==> config.mk <==
export PLATFORM = sky130hd
export DESIGN_NAME = fib_sequencer
export DESIGN_NICKNAME = d
export VERILOG_FILES = /design/src/rtl/fib_sequencer.sv
export SDC_FILE = /design/constraint.sdc
export NUM_CORES = 1
export LEC_CHECK = 0
export CAP_MARGIN = 15
export CORE_MARGIN = 2
export CORE_UTILIZATION = 50
export DETAILED_ROUTE_END_ITERATION = 10
export PLACE_DENSITY = 0.78
export SLEW_MARGIN = 10
export SYNTH_ARGS = -nofsm -noshare
export SYNTH_HDL_FRONTEND = slang
export SYNTH_SLANG_ARGS = --single-unit
==> constraint.sdc <==
create_clock -name Clk -period 6.5 [get_ports Clk]
set_input_delay 1.3 -clock Clk [delete_from_list [all_inputs] [get_ports Clk]]
set_output_delay 1.3 -clock Clk [all_outputs]
set_load 0.02 [all_outputs]
==> src/rtl/fib_sequencer.sv <==
// rtl/fib_sequencer.sv - timed Fibonacci operation sequencer for a register file and ALU
//
// Steps a register file and ALU through operations 0..NUM_REGS. Each operation
// is one ISSUE cycle followed by STEP_CYCLES-1 WAIT cycles.
//   Op 0        clears the register file.
//   Ops 1, 2    seed R0 and R1 with 1.
//   Ops 3..N    write R[k-1] = R[k-3] + R[k-2].
//
// Ports:
//   Clk, RESET_N                 rising-edge clock, asynchronous active-low reset
//   Start, Mode                  launch from IDLE/HALT; Mode 0 loops, 1 single pass
//   Pause, Step                  freeze dwell timer; force next op while paused
//   Alu_Carry                    ALU carry-out of the current operation
//   Reg_Read_A/B, Reg_Write      register-file addresses (held for the whole op)
//   Write_Enable, Reg_Reset      register-file strobes (ISSUE cycle only)
//   OpCode                       ALU instruction
//   Op_Index                     current operation number 0..NUM_REGS
//   Busy, Done, Overflow         status flags

`ifndef ADDI
`define ADDI 4'h1
`endif
`ifndef RTYPE
`define RTYPE 4'h2
`endif
`ifndef EXT_ADD
`define EXT_ADD 4'h3
`endif

module fib_sequencer #(
  parameter int  DATA_W      = 16,
  parameter int  NUM_REGS    = 16,
  parameter int  STEP_CYCLES = 150000000,
  localparam int REG_AW      = $clog2(NUM_REGS),
  localparam int IDX_W       = $clog2(NUM_REGS + 1)
) (
  input  logic              Clk,
  input  logic              RESET_N,
  input  logic              Start,
  input  logic              Mode,
  input  logic              Pause,
  input  logic              Step,
  input  logic              Alu_Carry,
  output logic [REG_AW-1:0] Reg_Read_A,
  output logic [REG_AW-1:0] Reg_Read_B,
  output logic [REG_AW-1:0] Reg_Write,
  output logic              Write_Enable,
  output logic              Reg_Reset,
  output logic [15:0]       OpCode,
  output logic [IDX_W-1:0]  Op_Index,
  output logic              Busy,
  output logic              Done,
  output logic              Overflow
);

  localparam int TMR_W = $clog2(STEP_CYCLES);
  localparam logic [IDX_W-1:0] LAST_OP  = IDX_W'(NUM_REGS);
  localparam logic [TMR_W-1:0] TMR_LOAD = TMR_W'(STEP_CYCLES - 2);

  if (DATA_W < 1 || NUM_REGS < 4 || (NUM_REGS & (NUM_REGS - 1)) != 0 || STEP_CYCLES < 2)
  begin : g_param_check
    $error("fib_sequencer: illegal parameter set");
  end

  typedef enum logic [1:0] {S_IDLE, S_ISSUE, S_WAIT, S_HALT} state_t;

  state_t            r_state;
  logic [TMR_W-1:0]  r_timer;
  logic [IDX_W-1:0]  r_op_idx;
  logic              r_mode;
  logic [REG_AW-1:0] r_rd_a;
  logic [REG_AW-1:0] r_rd_b;
  logic [REG_AW-1:0] r_wr;
  logic              r_we;
  logic              r_rr;
  logic [15:0]       r_opcode;
  logic              r_busy;
  logic              r_done;
  logic              r_ovf;

  logic              w_start;
  logic              w_advance;
  logic              w_last;
  logic              w_halt;
  logic              w_load;
  logic [IDX_W-1:0]  w_nxt_idx;
  logic [REG_AW-1:0] w_nxt_lo;
  logic [REG_AW-1:0] w_nxt_a;
  logic [REG_AW-1:0] w_nxt_b;
  logic [REG_AW-1:0] w_nxt_w;
  logic              w_nxt_we;
  logic              w_nxt_rr;
  logic [15:0]       w_nxt_opc;

  assign w_start   = (r_state == S_IDLE || r_state == S_HALT) && Start;
  // Pause gates expiry, so a pause on the expiry cycle holds the op.
  assign w_advance = (r_state == S_WAIT) && (Pause ? Step : (r_timer == '0));
  assign w_last    = (r_op_idx == LAST_OP);
  assign w_halt    = w_advance && w_last && r_mode;
  assign w_load    = w_start || (w_advance && !w_halt);
  assign w_nxt_idx = (w_start || w_last) ? '0 : r_op_idx + 1'b1;
  assign w_nxt_lo  = w_nxt_idx[REG_AW-1:0];

  // Address/opcode decode of the operation about to be issued.
  always_comb begin
    w_nxt_a   = '0;
    w_nxt_b   = '0;
    w_nxt_w   = '0;
    w_nxt_we  = 1'b0;
    w_nxt_rr  = 1'b0;
    w_nxt_opc = {`ADDI, 4'b0, 8'd0};
    if (w_nxt_idx == '0) begin
      w_nxt_rr = 1'b1;
    end else if (w_nxt_idx <= IDX_W'(2)) begin
      // Top register is still zero after the clear, so +1 seeds R0 and R1.
      w_nxt_a   = REG_AW'(NUM_REGS - 1);
      w_nxt_b   = REG_AW'(NUM_REGS - 1);
      w_nxt_w   = (w_nxt_idx == IDX_W'(2)) ? REG_AW'(1) : '0;
      w_nxt_we  = 1'b1;
      w_nxt_opc = {`ADDI, 4'b0, 8'd1};
    end else begin
      // Modulo-NUM_REGS subtraction also yields the right addresses for op NUM_REGS.
      w_nxt_a   = w_nxt_lo - REG_AW'(3);
      w_nxt_b   = w_nxt_lo - REG_AW'(2);
      w_nxt_w   = w_nxt_lo - REG_AW'(1);
      w_nxt_we  = 1'b1;
      w_nxt_opc = {`RTYPE, 4'b0, `EXT_ADD, 4'b0};
    end
  end

  always_ff @(posedge Clk or negedge RESET_N) begin
    if (!RESET_N) begin
      r_state  <= S_IDLE;
      r_timer  <= '0;
      r_op_idx <= '0;
      r_mode   <= 1'b0;
      r_rd_a   <= '0;
      r_rd_b   <= '0;
      r_wr     <= '0;
      r_we     <= 1'b0;
      r_rr     <= 1'b0;
      r_opcode <= 16'h0000;
      r_busy   <= 1'b0;
      r_done   <= 1'b0;
      r_ovf    <= 1'b0;
    end else begin
      r_we <= 1'b0;
      r_rr <= 1'b0;
      if (w_start) begin
        r_mode <= Mode;
        r_busy <= 1'b1;
        r_done <= 1'b0;
        r_ovf  <= 1'b0;
      end
      if (w_load) begin
        r_state  <= S_ISSUE;
        r_op_idx <= w_nxt_idx;
        r_rd_a   <= w_nxt_a;
        r_rd_b   <= w_nxt_b;
        r_wr     <= w_nxt_w;
        r_we     <= w_nxt_we;
        r_rr     <= w_nxt_rr;
        r_opcode <= w_nxt_opc;
      end else if (w_halt) begin
        r_state <= S_HALT;
        r_busy  <= 1'b0;
        r_done  <= 1'b1;
      end else if (r_state == S_ISSUE) begin
        r_state <= S_WAIT;
        r_timer <= TMR_LOAD;
        if (r_op_idx >= IDX_W'(3) && Alu_Carry) begin
          r_ovf <= 1'b1;
        end
      end else if (r_state == S_WAIT && !Pause) begin
        r_timer <= r_timer - 1'b1;
      end
    end
  end

  assign Reg_Read_A   = r_rd_a;
  assign Reg_Read_B   = r_rd_b;
  assign Reg_Write    = r_wr;
  assign Write_Enable = r_we;
  assign Reg_Reset    = r_rr;
  assign OpCode       = r_opcode;
  assign Op_Index     = r_op_idx;
  assign Busy         = r_busy;
  assign Done         = r_done;
  assign Overflow     = r_ovf;

endmodule

==> results of run 1 <==
[where the power goes]
group,leakage [µW],switching (µW),internal [µW],total [µW]
registers,0.000658,67.3,425,493
logic,0.000786,526,364,889
clock network,0.0000491,127,79.7,207
[cells by family (layout without fill, tap and decap cells)]
logic type                 after synthesis  count (layout)  synth area share (%)
buffers and inverters                   44              57                  6.69
DFF                                     56              56                  40.7
adders and majority gates               13              13                  4.73
other                                    1              11                 0.109
AOI/OAI and AO/OA                       93              93                  18.3
and+or+nand+nor                        135             135                  24.1
xor gates and xnor gates                 6               6                  1.53
muxes                                   11              11                  3.75
[cell usage after synthesis (all sizes together), types with 3 or more instances]
cell     number
inv          13
nor3          8
clkbuf       12
o311ai        3
a31oi         4
o31a          4
xnor2         4
nand2        16
dfrtp        56
o2bb2ai       4
nand4         5
nand3        22
a21oi        23
nand3b        4
buf          19
o211ai        6
o21ai        16
or3          14
nor2         21
or4          15
nand4b        3
o31ai        13
ha           13
nor4          7
o21a          3
and2          3
mux2          9
[state kept, by name, indices dropped and copies added (netlist names)]
register and count:
r_timer 28, Op_Index 5, Reg_Read_A 4, Reg_Read_B 4
Reg_Write 4, OpCode 3, r_state 2, Busy 1
Done 1, Overflow 1, Reg_Reset 1, Write_Enable 1
r_mode 1
[metal layers]
layer | global-route usage (%) | vias to the layer above | routed length (µm)
met1 | 29.9 | 1381 | 3620
met4 | 5.11 | 0 | 52
met2 | 33.7 | 73 | 3580
met3 | 3.60 | 5 | 330
met5 | 0 | - | 0
li1 | - | 1379 | -
[per-stage QoR]
stage	instances	hold WS (ns)	setup slack (ns)	util (%)
detailed placement	454	0.479	1.86	55.8
floorplan	369	0.459	3.17	-
CTS	462	0.507	2.25	57.2
global route	462	0.534	1.84	57.2
finish	462	0.506	2.19	57.2
global placement	454	0.475	2.01	55.8
[path summary, 6_finish.rpt]
check | end | slack [ns] | cells after the start
min | r_mode | 0.51 | 2
max | Reg_Write[0] | 2.19 | 10
max in group asynchronous | r_timer[13] | 4.91 | 2
min reg2reg | r_mode | 0.51 | 2
min in group asynchronous | Op_Index[1] | 1.08 | 2
max reg2reg | Reg_Write[0] | 2.86 | 11
[final cells by class]
type                            count  share of cell area, %
Sequential cell                    56                   36.4
Multi-Input combinational cell    269                   48.2
Inverter                           13                   1.27
Tap cell                           80                   2.60
Clock inverter                      3                  0.683
Timing Repair Buffer               36                   9.04
Clock buffer                        5                   1.79
[layout by cell type, fill, tap and decap left out, types with 3 or more instances in the layout]
cell type        Yosys  final
nand3_1             22     22
o211ai_1             6      6
nand4_1              5      5
o311ai_0             3      3
o31a_1               4      4
mux2_2               7      7
inv_1               13     13
conb_1               1     11
clkdlybuf4s50_1      0     32
nand2_1             16     16
nor3_1               7      7
nor4_1               4      4
o2bb2ai_1            4      4
nand4b_1             3      3
o21ai_0             14     14
and2_1               3      3
ha_1                13     13
or3_1               14     14
o31ai_1             13     13
nand3b_1             4      4
a31oi_1              4      4
dfrtp_1             56     56
xnor2_1              4      4
or4_1               14     14
o21a_1               3      3
a21oi_1             23     23
nor2_1              20     20
buf_4               14      3
clkbuf_8             0      5
[worst max-delay path, delay by kind of cell]
family	cells	cell delay, ns
mux	1	0.30
compound gates	3	1.12
simple gates	3	1.00
fa+ha+maj	1	0.22
buf+inv	2	0.60
==> results by group, run 1 <==
Worst setup path
  • CP peak stage delay: between 0.7 and 0.8 ns
  • Slowest cell on crit path: o221ai_1
  • Critical path class: input pin to register
  • CP required: around 6.7 ns
  • Worst-path cell chain: clkdlybuf4s50_1, nand2_1, nand2_1, nor2_1, inv_1, ha_1, o31a_1, o221ai_1, a221oi_1, mux2_2
  • Worst setup SP type: input pin
  • CP Capture Type: register
  • CP startpoint: Start
  • Worst endpoint data arrival time: 4.54 ns
  • CP most frequent cell: nand2_1
  • Worst flop-to-flop path startpoint: r_state[0]
  • Worst-path fanout max: 15

Clock network
  • Setup Buffers After CTS: 0
  • Cts hold-fix bufs: 0
  • H-tree Lvls: 2
  • Clk buf depth: 2
  • CTS tree: done
  • Clock root buffer: clkbuf_8
  • Sink Count: 56
  • CTS buffer count: 5
  • CTS clk-pin slew, worst paths: 0.12 ns
  • Post-cts sizing count: 0
  • Clk_lat worst skew: between 0.3 and 0.4 ns

Power and ir drop
  • Pwr/cell area: between 400 and 500 nW/µm²
  • Tot Pwr: roughly 1600 µW
  • Static leakage: around 0.0015 µW
  • Worst VDD drop: between 0.15 and 0.2 mV

Yosys
  • EDFF count, synth: 0
  • Share of the synthesized area in the top cell type: 40.7%
  • Mapped cell area: about 3400 µm²
  • Syn avg cell area: around 9.6 µm²
  • Asr flop ratio synth: between 90% and 100%
  • Synth area leaders: dfrtp_1 41%, ha_1 4.7%, a21oi_1 3.3%
  • Netlist cell types: 61
  • Cells after synthesis: between 300 and 400
  • Largest area contributor in the netlist: dfrtp_1
  • Register bit total from synthesis: 56
  • Sequential share of the synthesized area: roughly two fifths
  • Dominant synthesized flop cell: dfrtp_1
  • Yosys warnings: 0

Job
  • Max-cap violations: 0

Die
  • I/O pin cnt: 45
  • Core area: approximately 6700 µm²
  • Cell Rows: 30
  • Die Wd: about 87 µm
  • Full die area: ~7600 µm²
  • Die H: a little under 90 µm
  • Initial Util: between 50% and 60%

STA
  • Setup TNS: 0 ns
  • Clock skew: approximately 0.013 ns
  • Final min period: between 4 and 5 ns
  • Final hold vios: 0
  • RSZ-0062 raised after global routing: false
  • Fmax: between 200 and 250 MHz
  • Final worst path period share: between 60% and 70%
  • Pins Over Slew Limit: 0
  • Worst slew margin: about a third
  • # setup viols final: 0
  • Slew @ Worst Pin: approximately 0.98 ns

Global routing
  • Initial antenna violation count: 0
  • Pin count of the biggest net entering global routing: 57
  • First-pass GRT wire length: 12.9 mm
  • Gr ovfl total: 0
  • Total GRT Usage: a little over a fifth
  • Vias in the first global route: roughly 2,700

Detailed routing
  • Drt total wl: around 7.6 mm
  • Drc violations: 0
  • DR vias/cell: between 6 and 7
  • DR pass1 iterations: 6
  • DRC marker count from the first detailed-route iteration: between 200 and 300
  • Via count: roughly 2,800
  • DR WL/cell: between 15 and 20 µm
  • DRT antenna net count: 0

Cells and area
  • Share of layout cells above drive strength 1: between 8 and 9%
  • Filler Cells Inserted: ~580
  • Area Growth Syn to Fin: 11.8%
  • Post-route cell area: roughly 3800 µm²
  • Multi-input gate area: approximately 1900 µm²
  • Sequential cell area: around 1400 µm²
  • N_diodes: 0
  • NumNets Final: 401

Status
  • Status: finished, final reports clean

Placement
  • Buffers on Ports: 33
  • DP HPWL: approximately 5.3 mm
  • GPL Wtd Cong: 0.901
  • Post-DP Area: between 3000 and 4000 µm²

Hold path
  • Worst Hold Launch: r_mode
  • Worst Hold Class: register to register
(Power assumes the default switching activity.)
==> run 2: changes to the inputs <==
Clock period 6.5 ns to 4.3 ns, I/O delays scaled along.
==> run 2 against run 1 <==
Sequential power rose by 51%. Die area unchanged. Sequential share of layout area is 0.61 points lower. Critical path type unchanged. Critical endpoint is now OpCode[5]. Largest power group unchanged. Highest routed layer unchanged.
==> results by group, run 2 (synthesized netlist as in run 1, its figures left out) <==
Cells and area
  • Sequential cell area: 1400 µm² (unchanged)
  • Non-filler cells, final: 468 (was 462)
  • Area Growth Syn to Fin: 13.7% (was 11.8%)
  • Post-route cell area: 3910 µm² (was 3850 µm²)
  • Multi-input gate area: 1850 µm² (unchanged)
  • N_diodes: 0 (unchanged)
  • NumNets Final: 407 (was 401)
  • Largest Register: r_timer (unchanged)
  • Commonest cells after routing, fill and taps aside: 56 x dfrtp_1, 32 x clkdlybuf4s50_1, 23 x a21oi_1 (unchanged)
  • Share of layout cells above drive strength 1: 10.1% (was 8.64%)
  • Filler Cells Inserted: 583 (unchanged)
  • Largest register FFs: 28 (unchanged)
  • Commonest non-fill, non-tap cell in the layout: dfrtp_1 (unchanged)

Detailed routing
  • Top sig layer: met4 (unchanged)
  • DR vias/cell: 6.34 (was 6.14)
  • DR WL/cell: 16.8 µm (was 16.4 µm)
  • DRT antenna net count: 0 (unchanged)
  • DR pass1 iterations: 5 (was 6)
  • WL met2: 3.64 mm (was 3.58 mm)
  • Drc violations: 0 (unchanged)
  • Wire length on met1: 3.66 mm (was 3.62 mm)
  • DRC marker count from the first detailed-route iteration: 373 (was 268)
  • Via count: 2,969 (was 2,838)
  • DR WL met3: 489 µm (was 330 µm)
  • Drt total wl: 7.86 mm (was 7.58 mm)

Clock network
  • Post-cts sizing count: 0 (unchanged)
  • H-tree Lvls: 2 (unchanged)
  • CTS tree: done (unchanged)
  • CTS clk-pin slew, worst paths: 0.11 ns (was 0.12 ns)
  • Clk buf depth: 2 (unchanged)
  • CTS buffer count: 5 (unchanged)
  • Setup Buffers After CTS: 0 (unchanged)
  • Cts hold-fix bufs: 0 (unchanged)
  • Clk_lat worst skew: 0.32 ns (was 0.33 ns)
  • Sink Count: 56 (unchanged)
  • Clock root buffer: clkbuf_8 (unchanged)

Power and ir drop
  • Worst VDD drop: 0.321 mV (was 0.196 mV)
  • Sequential power share: 29.9% (was 31.0%)
  • Comb power frac: 55.8% (was 56.0%)
  • Clock power frac: 14.3% (was 13.0%)
  • Static leakage: 0.00153 µW (was 0.00149 µW)
  • P_sw: 1090 µW (was 720 µW)
  • Switching Share: 43.7% (was 45.3%)
  • Internal power: 1400 µW (was 869 µW)
  • Pwr/cell area: 638 nW/µm² (was 413 nW/µm²)

STA
  • Pins Over Slew Limit: 0 (unchanged)
  • Clock skew: 0.0146 ns (was 0.0135 ns)
  • Setup TNS: 0 ns (unchanged)
  • Final hold vios: 0 (unchanged)
  • Slew @ Worst Pin: 1.18 ns (was 0.979 ns)
  • WHS: 0.506 ns (about the same)
  • Final min period: between 3 and 4 ns
  • Worst slew margin: 20.6% (was 34.7%)
  • # setup viols final: 0 (unchanged)
  • Fmax: 307 MHz
  • Final worst path period share: 75.7%
  • RSZ-0062 raised after global routing: false (unchanged)

Global routing
  • Vias in the first global route: 2,731 (was 2,723)
  • First-pass GRT wire length: 13.5 mm (was 12.9 mm)
  • Pin count of the biggest net entering global routing: 32 (was 57)
  • Initial antenna violation count: 0 (unchanged)
  • Gr ovfl total: 0 (unchanged)
  • Total GRT Usage: 22.0% (was 21.1%)

Placement
  • Post-DP Area: 3800 µm² (was 3750 µm²)
  • Buffers on Ports: 33 (unchanged)
  • Dpl cells: 460 (was 454)
  • DP HPWL: 5.66 mm (was 5.27 mm)
  • GPL Wtd Cong: 0.843 (was 0.901)

Die
  • Initial Util: 51.2% (unchanged)
  • Core area: 6720 µm² (unchanged)
  • Die Wd: 87.0 µm (unchanged)
  • Die H: 87.0 µm (unchanged)
  • Full die area: 7560 µm² (unchanged)
  • I/O pin cnt: 45 (unchanged)
  • Cell Rows: 30 (unchanged)

Worst setup path
  • R2r worst-path depth: 11 (unchanged)
  • Worst-path fanout max: 12 (was 15)
  • CP Capture Type: register (unchanged)
  • Worst endpoint data arrival time: 3.52 ns (was 4.54 ns)
  • Worst setup SP type: input pin (unchanged)
  • CP required: 4.57 ns (was 6.73 ns)
  • Critical path class: input pin to register (unchanged)

Job
  • Max-cap violations: 0 (unchanged)

Status
  • Status: finished, final reports clean (unchanged)

Hold path
  • Worst Hold Class: register to register (unchanged)
  • Hold path cells: 2 (unchanged)
[run 2: changes by cell type in the layout (fill, tap and decap cells not counted)]
cell,before,now
buf_4,3,9
bufinv_16,0,1
clkinv_4,1,0
clkinvlp_4,0,1
inv_6,2,1
[run 2: layout make-up]
class / instances / share of cell area, %
multi-input combinational: 269 / 47.4
inverter: 13 / 1.25
timing repair buffer: 42 / 10.0
sequential: 56 / 35.8
clock inverter: 3 / 1.18
tap: 80 / 2.56
clock buffer: 5 / 1.76
[run 2: final timing paths]
path                            slack, ns   startpoint           end
worst min register to register       0.51       r_mode        r_mode
max in group asynchronous            2.93      RESET_N   r_timer[23]
worst max-delay path                 1.05        Start     OpCode[5]
min in group asynchronous            0.53      RESET_N  Reg_Write[3]
worst min-delay path                 0.51       r_mode        r_mode
worst max register to register       1.13  Op_Index[0]     OpCode[5]
[run 2: routing by layer]
| metal | track usage [%] | vias up |
|---|---|---|
| met5 | 0 | - |
| met4 | 3.84 | 0 |
| met3 | 2.65 | 6 |
| met2 | 33.5 | 117 |
| met1 | 34.0 | 1458 |
| li1 | - | 1388 |
[run 2: stage by stage]
| step | worst slack (ns) | utilization, % | total power, µW |
|---|---|---|---|
| 5_1_grt | 0.911 | 58.2 | 2670 |
| 2_1_floorplan | 1.41 | - | 1690 |
| 3_3_place_gp | 0.808 | 56.5 | 2090 |
| 3_5_place_dp | 0.755 | 56.5 | 2130 |
| 6_report | 1.05 | 58.2 | 2490 |
| 4_1_cts | 1.09 | 58.2 | 2500 |
[run 2: power groups by stage]
stage               clock, µW  combinational, µW  sequential (µW)
CTS                       363               1390              745
detailed placement          0               1370              755
global placement            0               1340              749
floorplan                   0                871              820
finish                    356               1390              745
global route              381               1530              761
[run 2: critical path: stages]
cell             delay (ns)
clkdlybuf4s50_1        0.46
and2_1                 0.28
nor3_1                 0.55
inv_1                  0.24
ha_1                   0.31
o221ai_1               0.17
buf_4                  0.22
o211ai_1               0.17
a21bo_2                0.27
